===== config.mk =====
export PLATFORM = sky130hd
export DESIGN_NAME = microwave_timer_ctrl
export DESIGN_NICKNAME = d
export VERILOG_FILES = /design/src/rtl/microwave_timer_ctrl_pkg.sv /design/src/rtl/microwave_timer_ctrl_tick_gen.sv /design/src/rtl/microwave_timer_ctrl.sv
export SDC_FILE = /design/constraint.sdc
export NUM_CORES = 1
export LEC_CHECK = 0
export CAP_MARGIN = 30
export CELL_PAD_IN_SITES_DETAIL_PLACEMENT = 0
export CELL_PAD_IN_SITES_GLOBAL_PLACEMENT = 1
export CORE_ASPECT_RATIO = 1.25
export CORE_MARGIN = 3
export CORE_UTILIZATION = 40
export DETAILED_ROUTE_END_ITERATION = 6
export PLACE_DENSITY_LB_ADDON = 0.1
export SLEW_MARGIN = 30
export SYNTH_ARGS = -nofsm -noshare
export SYNTH_HDL_FRONTEND = slang
export SYNTH_HIERARCHICAL = 1
export SYNTH_SLANG_ARGS = --single-unit
export TNS_END_PERCENT = 1

===== constraint.sdc =====
create_clock -name clk -period 6.3 [get_ports clk]
set_input_delay 1.26 -clock clk [delete_from_list [all_inputs] [get_ports clk]]
set_output_delay 1.26 -clock clk [all_outputs]
set_load 0.03 [all_outputs]

===== src/rtl/microwave_timer_ctrl_pkg.sv =====
// Shared types, digit limits and BCD helpers for the microwave countdown controller.
package microwave_timer_ctrl_pkg;

  typedef enum logic [1:0] {
    ST_IDLE    = 2'd0,
    ST_COOKING = 2'd1,
    ST_PAUSED  = 2'd2,
    ST_DONE    = 2'd3
  } state_t;

  localparam logic [3:0] MAX_MIN  = 4'd9;
  localparam logic [3:0] MAX_TENS = 4'd5;
  localparam logic [3:0] MAX_ONES = 4'd9;

  typedef struct packed {
    logic [3:0] mins;
    logic [3:0] tens;
    logic [3:0] ones;
  } bcd_time_t;

  function automatic logic bcd_is_zero(input bcd_time_t t);
    return (t.mins == 4'd0) && (t.tens == 4'd0) && (t.ones == 4'd0);
  endfunction

  // One-second decrement with borrow; saturates at 0:00.
  function automatic bcd_time_t bcd_dec(input bcd_time_t t);
    bcd_time_t r;
    r = t;
    if (!bcd_is_zero(t)) begin
      if (t.ones != 4'd0) begin
        r.ones = t.ones - 4'd1;
      end else begin
        r.ones = MAX_ONES;
        if (t.tens != 4'd0) begin
          r.tens = t.tens - 4'd1;
        end else begin
          r.tens = MAX_TENS;
          r.mins = (t.mins != 4'd0) ? t.mins - 4'd1 : MAX_MIN;
        end
      end
    end
    return r;
  endfunction

endpackage


===== src/rtl/microwave_timer_ctrl_tick_gen.sv =====
// Seconds divider: pulses tick every TICK_DIV cycles while run is high.
module tick_gen #(
  parameter int TICK_DIV = 50_000_000
) (
  input  logic clk,
  input  logic rst_n,
  input  logic run,
  input  logic restart,
  output logic tick
);

  localparam int CW = (TICK_DIV > 1) ? $clog2(TICK_DIV) : 1;
  localparam logic [CW-1:0] LAST = CW'(TICK_DIV - 1);

  logic [CW-1:0] cnt_q, cnt_d;

  assign tick = run && (cnt_q == LAST);

  always_comb begin
    cnt_d = cnt_q;
    if (restart) begin
      cnt_d = '0;
    end else if (run) begin
      cnt_d = (cnt_q == LAST) ? '0 : cnt_q + 1'b1;
    end
  end

  always_ff @(posedge clk) begin
    if (!rst_n) begin
      cnt_q <= '0;
    end else begin
      cnt_q <= cnt_d;
    end
  end

endmodule


===== src/rtl/microwave_timer_ctrl.sv =====
// Microwave M:SS countdown: keypad entry, 1 Hz countdown, pause/door interlock, done alert.
module microwave_timer_ctrl
  import microwave_timer_ctrl_pkg::*;
#(
  parameter int TICK_DIV  = 50_000_000,
  parameter int DONE_SECS = 3
) (
  input  logic       clk,
  input  logic       rst_n,
  input  logic       key_valid,
  input  logic [3:0] key_digit,
  input  logic       start,
  input  logic       stop,
  input  logic       clear,
  input  logic       door_closed,
  output logic [3:0] min,
  output logic [3:0] sec_tens,
  output logic [3:0] sec_ones,
  output logic       mag_on,
  output logic       done,
  output logic [1:0] state
);

  localparam int DW = (DONE_SECS > 1) ? $clog2(DONE_SECS + 1) : 1;
  localparam logic [DW-1:0] DONE_LAST = DW'(DONE_SECS - 1);

  state_t    state_q, state_d;
  bcd_time_t time_q, time_d;
  logic [DW-1:0] done_cnt_q, done_cnt_d;
  logic      mag_on_q, mag_on_d;
  logic      done_q, done_d;
  logic      tick, restart;

  tick_gen #(.TICK_DIV(TICK_DIV)) u_tick_gen (
    .clk     (clk),
    .rst_n   (rst_n),
    .run     ((state_q == ST_COOKING) || (state_q == ST_DONE)),
    .restart (restart),
    .tick    (tick)
  );

  always_comb begin
    state_d    = state_q;
    time_d     = time_q;
    done_cnt_d = done_cnt_q;
    if (clear) begin
      state_d = ST_IDLE;
      time_d  = '0;
    end else begin
      case (state_q)
        ST_IDLE: begin
          if (start && door_closed && !bcd_is_zero(time_q)) begin
            state_d = ST_COOKING;
          end else if (key_valid && (key_digit <= MAX_ONES) && (time_q.ones <= MAX_TENS)) begin
            time_d = '{mins: time_q.tens, tens: time_q.ones, ones: key_digit};
          end
        end
        ST_COOKING: begin
          if (!door_closed || stop) begin
            state_d = ST_PAUSED;
          end else if (tick) begin
            time_d = bcd_dec(time_q);
            if (bcd_is_zero(time_d)) begin
              state_d    = ST_DONE;
              done_cnt_d = '0;
            end
          end
        end
        ST_PAUSED: begin
          if (stop) begin
            state_d = ST_IDLE;
            time_d  = '0;
          end else if (start && door_closed) begin
            state_d = ST_COOKING;
          end
        end
        default: begin
          if (start || stop) begin
            state_d = ST_IDLE;
          end else if (tick) begin
            if (done_cnt_q == DONE_LAST) begin
              state_d = ST_IDLE;
            end else begin
              done_cnt_d = done_cnt_q + 1'b1;
            end
          end
        end
      endcase
    end
    mag_on_d = (state_d == ST_COOKING);
    done_d   = (state_d == ST_DONE);
  end

  // Every fresh entry to a running state starts a full second.
  assign restart = (state_d != state_q) &&
                   ((state_d == ST_COOKING) || (state_d == ST_DONE));

  always_ff @(posedge clk) begin
    if (!rst_n) begin
      state_q    <= ST_IDLE;
      time_q     <= '0;
      done_cnt_q <= '0;
      mag_on_q   <= 1'b0;
      done_q     <= 1'b0;
    end else begin
      state_q    <= state_d;
      time_q     <= time_d;
      done_cnt_q <= done_cnt_d;
      mag_on_q   <= mag_on_d;
      done_q     <= done_d;
    end
  end

  assign min      = time_q.mins;
  assign sec_tens = time_q.tens;
  assign sec_ones = time_q.ones;
  assign mag_on   = mag_on_q;
  assign done     = done_q;
  assign state    = state_q;

endmodule


==> results.sh, run 1 <==
export IMPL_post_synthesis_sequential_element_count=44
export IMPL_die_width_um=79.6
export IMPL_seqCellArea_um2=881
export IMPL_layout_drive_gt1_share=0.0712
export IMPL_crit_slowest_cell="dfxtp_1"
export IMPL_setup_violations_final=0
export IMPL_post_route_min_period_ns=3.81
export IMPL_timing_hold_worst_start="u_tick_gen/cnt_q[25]"
export IMPL_worst_slew_pin_slew_ns=0.888
export IMPL_crit_chain="inv_1 -> ha_1 -> or2_2 -> and3_1 -> nand4_1 -> nor3_1 -> a211oi_1 -> nand3_1 -> nand2_1 -> a2bb2oi_1 -> a211oi_1 -> o211a_1 -> and2b_2 -> o31ai_2 -> buf_4 -> nor2_1"
export IMPL_synth_ff_type="dfxtp_1"
export IMPL_cts_sinks=44
export IMPL_design_die_area_um2=7810
export IMPL_post_drt_wl_per_cell_um=15.5
export IMPL_routed_via_count=2587
export IMPL_ys_seq_area_frac=0.325
export IMPL_cp_max_stage_delay_ns=0.47
export IMPL_crit_path_end_kind="flop"
export IMPL_die_height_um=98.1
export IMPL_timing_rr_end="u_tick_gen/cnt_q[5]"
export IMPL_crit_arrival_ns=3.99
export IMPL_route_layer_met1_wl_mm=3.28
export IMPL_routed_wl_met2_mm=3.39
export IMPL_synth_async_sr_flop_share=0
export IMPL_placeableCoreArea_um2=6370
export IMPL_place_hpwl_mm=5.03
export IMPL_register_to_register_path_depth=16
export IMPL_hold_path_cells=2
export IMPL_initialDrtViolationCount=105
export IMPL_finalWeightedCongestion=0.908
export IMPL_timing_final_crit_share=0.605
export IMPL_grt_overflow_total=0
export IMPL_met3RoutedLength_um=189
export IMPL_min_delay_path_class="flop to flop"
export IMPL_root_buffer="clkbuf_8"
export IMPL_synthTopCellsByArea="dfxtp_1, a21oi_1, nor2_1"
export IMPL_start_kind="flop"
export IMPL_postRouteAntennaNets=0
export IMPL_synth_lib_cells_used_distinct=56
export IMPL_first_global_vias=2487
export IMPL_highest_layer="met4"
export IMPL_final_max_slew_viol_count=0
export IMPL_crit_path_frequent_cell="a211oi_1"
export IMPL_io_buffer_count=26
export IMPL_regToRegStartpoint="state[1]"
export IMPL_antenna_found_initial=0
export IMPL_drt_pass1_iter_count=4
export IMPL_count_of_inserted_antenna_diode_cells=0
export IMPL_h_tree_depth=2
export IMPL_number_of_enable_type_register_cells_in_the_synthesized_netlist=0
export IMPL_timing_critical_path_buf_inv=2
export IMPL_cts_clk_slew_worst_paths_ns=0.09
export IMPL_timing_critical_path_fanout_max=24
export IMPL_cts_buffer_depth=2
export IMPL_cts_tree="yes"
export IMPL_cts_setup_buffers=0
export IMPL_worst_endpoint_required_ns=6.48
export IMPL_crit_type="flop to flop"
export IMPL_postSynthCellCount=345
export IMPL_holdPathEnd="u_tick_gen/cnt_q[25]"
export IMPL_synthToLayoutAreaGrowth_pct=13.8
export IMPL_nets=382
export IMPL_initial_utilization=0.426
export IMPL_finalHoldViolCount=0
export IMPL_relSlewSlack=0.403
export IMPL_maximum_achievable_frequency_mhz=262
export IMPL_fp_row_count=32
export IMPL_yosys_top_cells_count="dfxtp_1, a21oi_1, nor2_1, nand2_1"
export IMPL_holdWs_ns=0.493
export IMPL_regToRegSetupSlack_ns=2.49
export IMPL_synth_cell_area_um2=2710
export IMPL_pin_count_of_the_biggest_net_entering_global_routing=25
export IMPL_run_status="finished, final reports clean"
export IMPL_postCtsResizedCells=0
export IMPL_postCtsHoldBufs=0
export IMPL_crit_family="simple AND/OR/NAND/NOR gates"
export IMPL_gr_usage_all_layers=0.183
export IMPL_unrepaired_setup_endpoints_after_global_routing="false"
export IMPL_most_common_cell_in_the_netlist="dfxtp_1"
export IMPL_synth_avg_cell_area_um2=7.86
export IMPL_multiInputGateArea_um2=1650
export IMPL_mappedNetlistNets=363
export IMPL_fin_worst_skew_ns=0.0108
export IMPL_synth_top_area_cell="dfxtp_1"
export IMPL_synth_largest_type_area_fraction=0.325
export IMPL_powerDensity_nw_per_um2=193
export IMPL_clock_insertion_delay_worst_skew_ns=0.29
export IMPL_static_leakage_power_uw=0.00102
export IMPL_fillerInstances=659
export IMPL_cts_inserted_buffers=5
export IMPL_top_level_ports=27
export IMPL_routed_wl_mm=6.99
export IMPL_max_vdd_ir_drop_mv=0.104
export IMPL_maxCapViolations=0
export IMPL_detail_route_vias_per_cell=5.75
export IMPL_grt_pass1_wl_mm=11.6
export IMPL_totalNegativeSetupSlack_ns=0
export IMPL_drc=0
export IMPL_yosysWarnings=6
==> state kept, by name, summed over array words and instances (netlist names) <==
name and cells:
sec_tens 4, done 1, min 4, u_tick_gen/cnt_q 26, done_cnt_q 2, state 2
mag_on 1, sec_ones 4
==> worst min-delay path, cell delays in order, from the launching register on <==
cell and delay, ns:
dfxtp_1 0.33, o31ai_1 0.07, a21oi_1 0.05
==> cells by family (layout without fill, tap and decap cells) <==
group / count (synthesis) / after routing / synth area share
compound gates: 95 / 95 / 0.216
mux: 3 / 3 / 0.0111
flops: 44 / 44 / 0.325
fa+ha+maj: 7 / 7 / 0.0323
buf+inv: 33 / 53 / 0.0674
xor+xnor: 12 / 12 / 0.0388
simple gates: 151 / 151 / 0.309
==> power breakdown <==
part	switching [µW]	leakage (µW)	total, µW	internal [µW]
registers	6.74	0.000355	288	281
clock network	98.2	0.0000552	216	118
logic	56.3	0.000613	92.3	36.0
==> layout by cell type (no fill, tap or decap), types with 3 or more instances in the layout <==
cell type / synthesis / routed
dfxtp_1: 44 / 44
a21oi_1: 37 / 37
nor2_1: 35 / 35
nand2_1: 29 / 29
clkdlybuf4s50_1: 0 / 26
inv_1: 17 / 17
o21ai_0: 17 / 17
nand3_1: 14 / 14
nand4_1: 10 / 10
or3_1: 10 / 10
nor3_1: 9 / 9
a211oi_1: 9 / 9
o31ai_1: 8 / 7
or4_1: 7 / 7
ha_1: 7 / 7
xnor2_1: 6 / 6
xor2_1: 6 / 6
a31oi_1: 5 / 5
and3_1: 5 / 5
clkbuf_8: 1 / 5
nand2b_1: 3 / 3
nor4_1: 3 / 3
nor2b_1: 3 / 3
nand3b_1: 3 / 3
mux2i_1: 3 / 3
o22ai_1: 3 / 3
o32ai_1: 3 / 3
==> worst max path at each step <==
stage | startpoint | end | cells after the start | slack, ns
4_1_cts | state[1] | u_tick_gen/cnt_q[0] | 16 | 2.52
3_5_place_dp | state[1] | u_tick_gen/cnt_q[0] | 16 | 2.55
6_report | state[1] | u_tick_gen/cnt_q[5] | 16 | 2.49
5_1_grt | state[1] | u_tick_gen/cnt_q[5] | 16 | 2.12
2_1_floorplan | state[1] | u_tick_gen/cnt_q[0] | 17 | 2.70
3_3_place_gp | stop | u_tick_gen/cnt_q[3] | 11 | 2.58
==> area by class of cell <==
class | count | share of cell area
multi-input combinational | 268 | 0.535
sequential | 44 | 0.285
timing repair buffer | 28 | 0.0892
tap | 85 | 0.0345
clock buffer | 6 | 0.0235
inverter | 17 | 0.0207
clock inverter | 2 | 0.0113
==> per-layer routing <==
metal	vias up	GRT usage
met5	-	0
met4	0	0.0622
met3	10	0.0314
met2	52	0.299
met1	1223	0.242
li1	1302	-
==> through the flow <==
| step | util | setup WS, ns | cells | power [µW] | cell area, µm² |
|---|---|---|---|---|---|
| final | 0.485 | 2.49 | 450 | 596 | 3090 |
| after global routing | 0.485 | 2.12 | 450 | 622 | 3090 |
| after CTS | 0.485 | 2.52 | 450 | 602 | 3090 |
| after detailed placement | 0.468 | 2.55 | 442 | 386 | 2980 |
| after global placement | 0.468 | 2.58 | 442 | 387 | 2980 |
| after floorplan | - | 2.70 | 345 | 358 | 2710 |
Power figures use the tool's default switching activity.
==> run 2, diff against run 1 <==
--- a/config.mk
+++ b/config.mk
@@ -10,7 +10,7 @@
 export CELL_PAD_IN_SITES_GLOBAL_PLACEMENT = 1
 export CORE_ASPECT_RATIO = 1.25
 export CORE_MARGIN = 3
-export CORE_UTILIZATION = 40
+export CORE_UTILIZATION = 38
 export DETAILED_ROUTE_END_ITERATION = 6
 export PLACE_DENSITY_LB_ADDON = 0.1
 export SLEW_MARGIN = 30
==> constraint.sdc (replaced) <==
create_clock -name clk -period 3.5 [get_ports clk]
set_input_delay 0.7 -clock clk [delete_from_list [all_inputs] [get_ports clk]]
set_output_delay 0.7 -clock clk [all_outputs]
set_load 0.03 [all_outputs]
==> run 2 against run 1 <==
  * Largest power group unchanged
  * Utilization shrank 1.5 points
  * Global-route usage grew 0.32 points
  * Sequential power up 80%
  * Power increased by 84%
  * Critical path depth unchanged
  * Worst hold slack about the same
  * Critical path type unchanged
  * Fmax grew 18%
  * Non-clock buffer count rose by 8
  * Cell count is 2.2% higher
==> results.sh, run 2 (synthesized netlist as in run 1, its figures left out) <==
export IMPL_worst_slew_pin_slew_ns=0.623
export IMPL_postRouteAntennaNets=0
export IMPL_relSlewSlack=0.579
export IMPL_fillerInstances=673
export IMPL_crit_path_end_kind="flop"
export IMPL_largest_register="u_tick_gen/cnt_q"
export IMPL_place_hpwl_mm=5.03
export IMPL_powerDensity_nw_per_um2=346
export IMPL_post_drt_wl_per_cell_um=15.4
export IMPL_final_max_slew_viol_count=0
export IMPL_die_width_um=81.6
export IMPL_root_buffer="clkbuf_8"
export IMPL_layout_drive_gt1_share=0.0992
export IMPL_run_status="finished, final reports clean"
export IMPL_post_route_min_period_ns=3.22
export IMPL_worst_endpoint_required_ns=3.68
export IMPL_cts_setup_buffers=0
export IMPL_drt_pass1_iter_count=5
export IMPL_combPwrFrac=0.163
export IMPL_clock_insertion_delay_worst_skew_ns=0.30
export IMPL_die_height_um=100
export IMPL_detail_route_vias_per_cell=5.72
export IMPL_maximum_achievable_frequency_mhz=310
export IMPL_top_level_ports=27
export IMPL_timing_final_crit_share=0.921
export IMPL_crit_type="flop to flop"
export IMPL_routed_wl_mm=7.07
export IMPL_h_tree_depth=2
export IMPL_gr_usage_all_layers=0.187
export IMPL_drc=0
export IMPL_nets=390
export IMPL_crit_arrival_ns=3.40
export IMPL_switching_power_uw=304
export IMPL_pin_count_of_the_biggest_net_entering_global_routing=16
export IMPL_count_of_inserted_antenna_diode_cells=0
export IMPL_io_buffer_count=26
export IMPL_grt_pass1_wl_mm=12.2
export IMPL_static_leakage_power_uw=0.00106
export IMPL_layoutNonFillerInstCount=460
export IMPL_switching_share=0.278
export IMPL_design_die_area_um2=8190
export IMPL_maxCapViolations=0
export IMPL_synthToLayoutAreaGrowth_pct=16.5
export IMPL_cts_buffer_depth=2
export IMPL_power_clock_fraction=0.365
export IMPL_initialDrtViolationCount=120
export IMPL_antenna_found_initial=0
export IMPL_postLayoutCoreUtil=0.469
export IMPL_min_delay_path_class="flop to flop"
export IMPL_initial_utilization=0.403
export IMPL_setup_violations_final=0
export IMPL_placed_cells=452
export IMPL_grt_overflow_total=0
export IMPL_first_global_vias=2529
export IMPL_timing_critical_path_fanout_max=14
export IMPL_cts_inserted_buffers=5
export IMPL_placedInstanceArea_um2=3040
export IMPL_layout_commonest_cell="dfxtp_1"
export IMPL_power_share_sequential=0.472
export IMPL_power_internal_uw=790
export IMPL_max_vdd_ir_drop_mv=0.252
export IMPL_cts_sinks=44
export IMPL_placeableCoreArea_um2=6730
export IMPL_finalWeightedCongestion=0.910
export IMPL_totalNegativeSetupSlack_ns=0
export IMPL_fp_row_count=33
export IMPL_finalHoldViolCount=0
export IMPL_unrepaired_setup_endpoints_after_global_routing="false"
export IMPL_final_area_um2=3160
export IMPL_total_power_uw=1090
export IMPL_cts_clk_slew_worst_paths_ns=0.09
export IMPL_routed_via_count=2633
export IMPL_cts_tree="yes"
export IMPL_mostFrequentLayoutCells="dfxtp_1, a21oi_1, nor2_1"
export IMPL_start_kind="flop"
export IMPL_postCtsHoldBufs=0
export IMPL_postCtsResizedCells=0
export IMPL_fin_worst_skew_ns=0.00754
export IMPL_largest_register_ffs=26
==> run 2: changes by cell type in the layout (fill, tap and decap cells not counted) <==
| cell | previous run | this run |
|---|---|---|
| clkbuf_1 | 1 | 0 |
| dfxtp_2 | 0 | 1 |
| buf_4 | 2 | 10 |
| a211oi_1 | 9 | 8 |
| dfxtp_1 | 44 | 43 |
| clkinvlp_4 | 0 | 1 |
| a211oi_2 | 0 | 1 |
==> run 2: per-stage QoR <==
| step | hold WS (ns) | worst slack [ns] |
|---|---|---|
| final | 0.493 | 0.278 |
| after global routing | 0.520 | 0.0338 |
| after CTS | 0.498 | 0.185 |
| after detailed placement | 0.485 | 0.246 |
| after global placement | 0.474 | 0.329 |
| after floorplan | 0.452 | 0.0751 |
==> run 2: final cells by class <==
| type | instances | area (µm²) | share of cell area |
|---|---|---|---|
| sequential | 44 | 882 | 0.279 |
| tap | 87 | 109 | 0.0345 |
| clock buffer | 5 | 68.8 | 0.0218 |
| clock inverter | 3 | 42.5 | 0.0135 |
| inverter | 17 | 63.8 | 0.0202 |
| multi-input combinational | 268 | 1660 | 0.525 |
| timing repair buffer | 36 | 335 | 0.106 |
==> run 2: critical path, cell delays in order (launching register included) <==
cell and delay [ns]:
dfxtp_2 0.41, inv_1 0.09, ha_1 0.19, or2_2 0.37, and3_1 0.21, nand4_1 0.15, nor3_1 0.09, a211oi_2 0.28
nand3_1 0.17, nand2_1 0.10, a2bb2oi_1 0.06, a211oi_1 0.21, o211a_1 0.18, and2b_2 0.22, o31ai_2 0.06, buf_4 0.25
a21oi_1 0.06
==> run 2: path summary, 6_finish.rpt <==
path	depth (start not counted)	to	slack (ns)	start
hold / removal	2	u_tick_gen/cnt_q[25]	0.49	u_tick_gen/cnt_q[25]
hold reg to reg	2	u_tick_gen/cnt_q[25]	0.49	u_tick_gen/cnt_q[25]
setup reg to reg	16	u_tick_gen/cnt_q[22]	0.28	state[1]
setup / recovery	16	u_tick_gen/cnt_q[22]	0.28	state[1]
==> run 2: power by group through the flow <==
stage	clock network, µW	registers, µW	logic, µW
3_5_place_dp	0	528	176
4_1_cts	412	517	177
6_report	399	517	178
2_1_floorplan	0	534	110
3_3_place_gp	0	528	178
5_1_grt	438	518	194
==> run 2: routing by layer <==
| layer | GRT usage | part of all wire |
|---|---|---|
| met1 | 0.240 | 0.44 |
| met2 | 0.313 | 0.51 |
| met3 | 0.0341 | 0.045 |
| met4 | 0.0546 | 0.0098 |
| met5 | 0 | 0 |
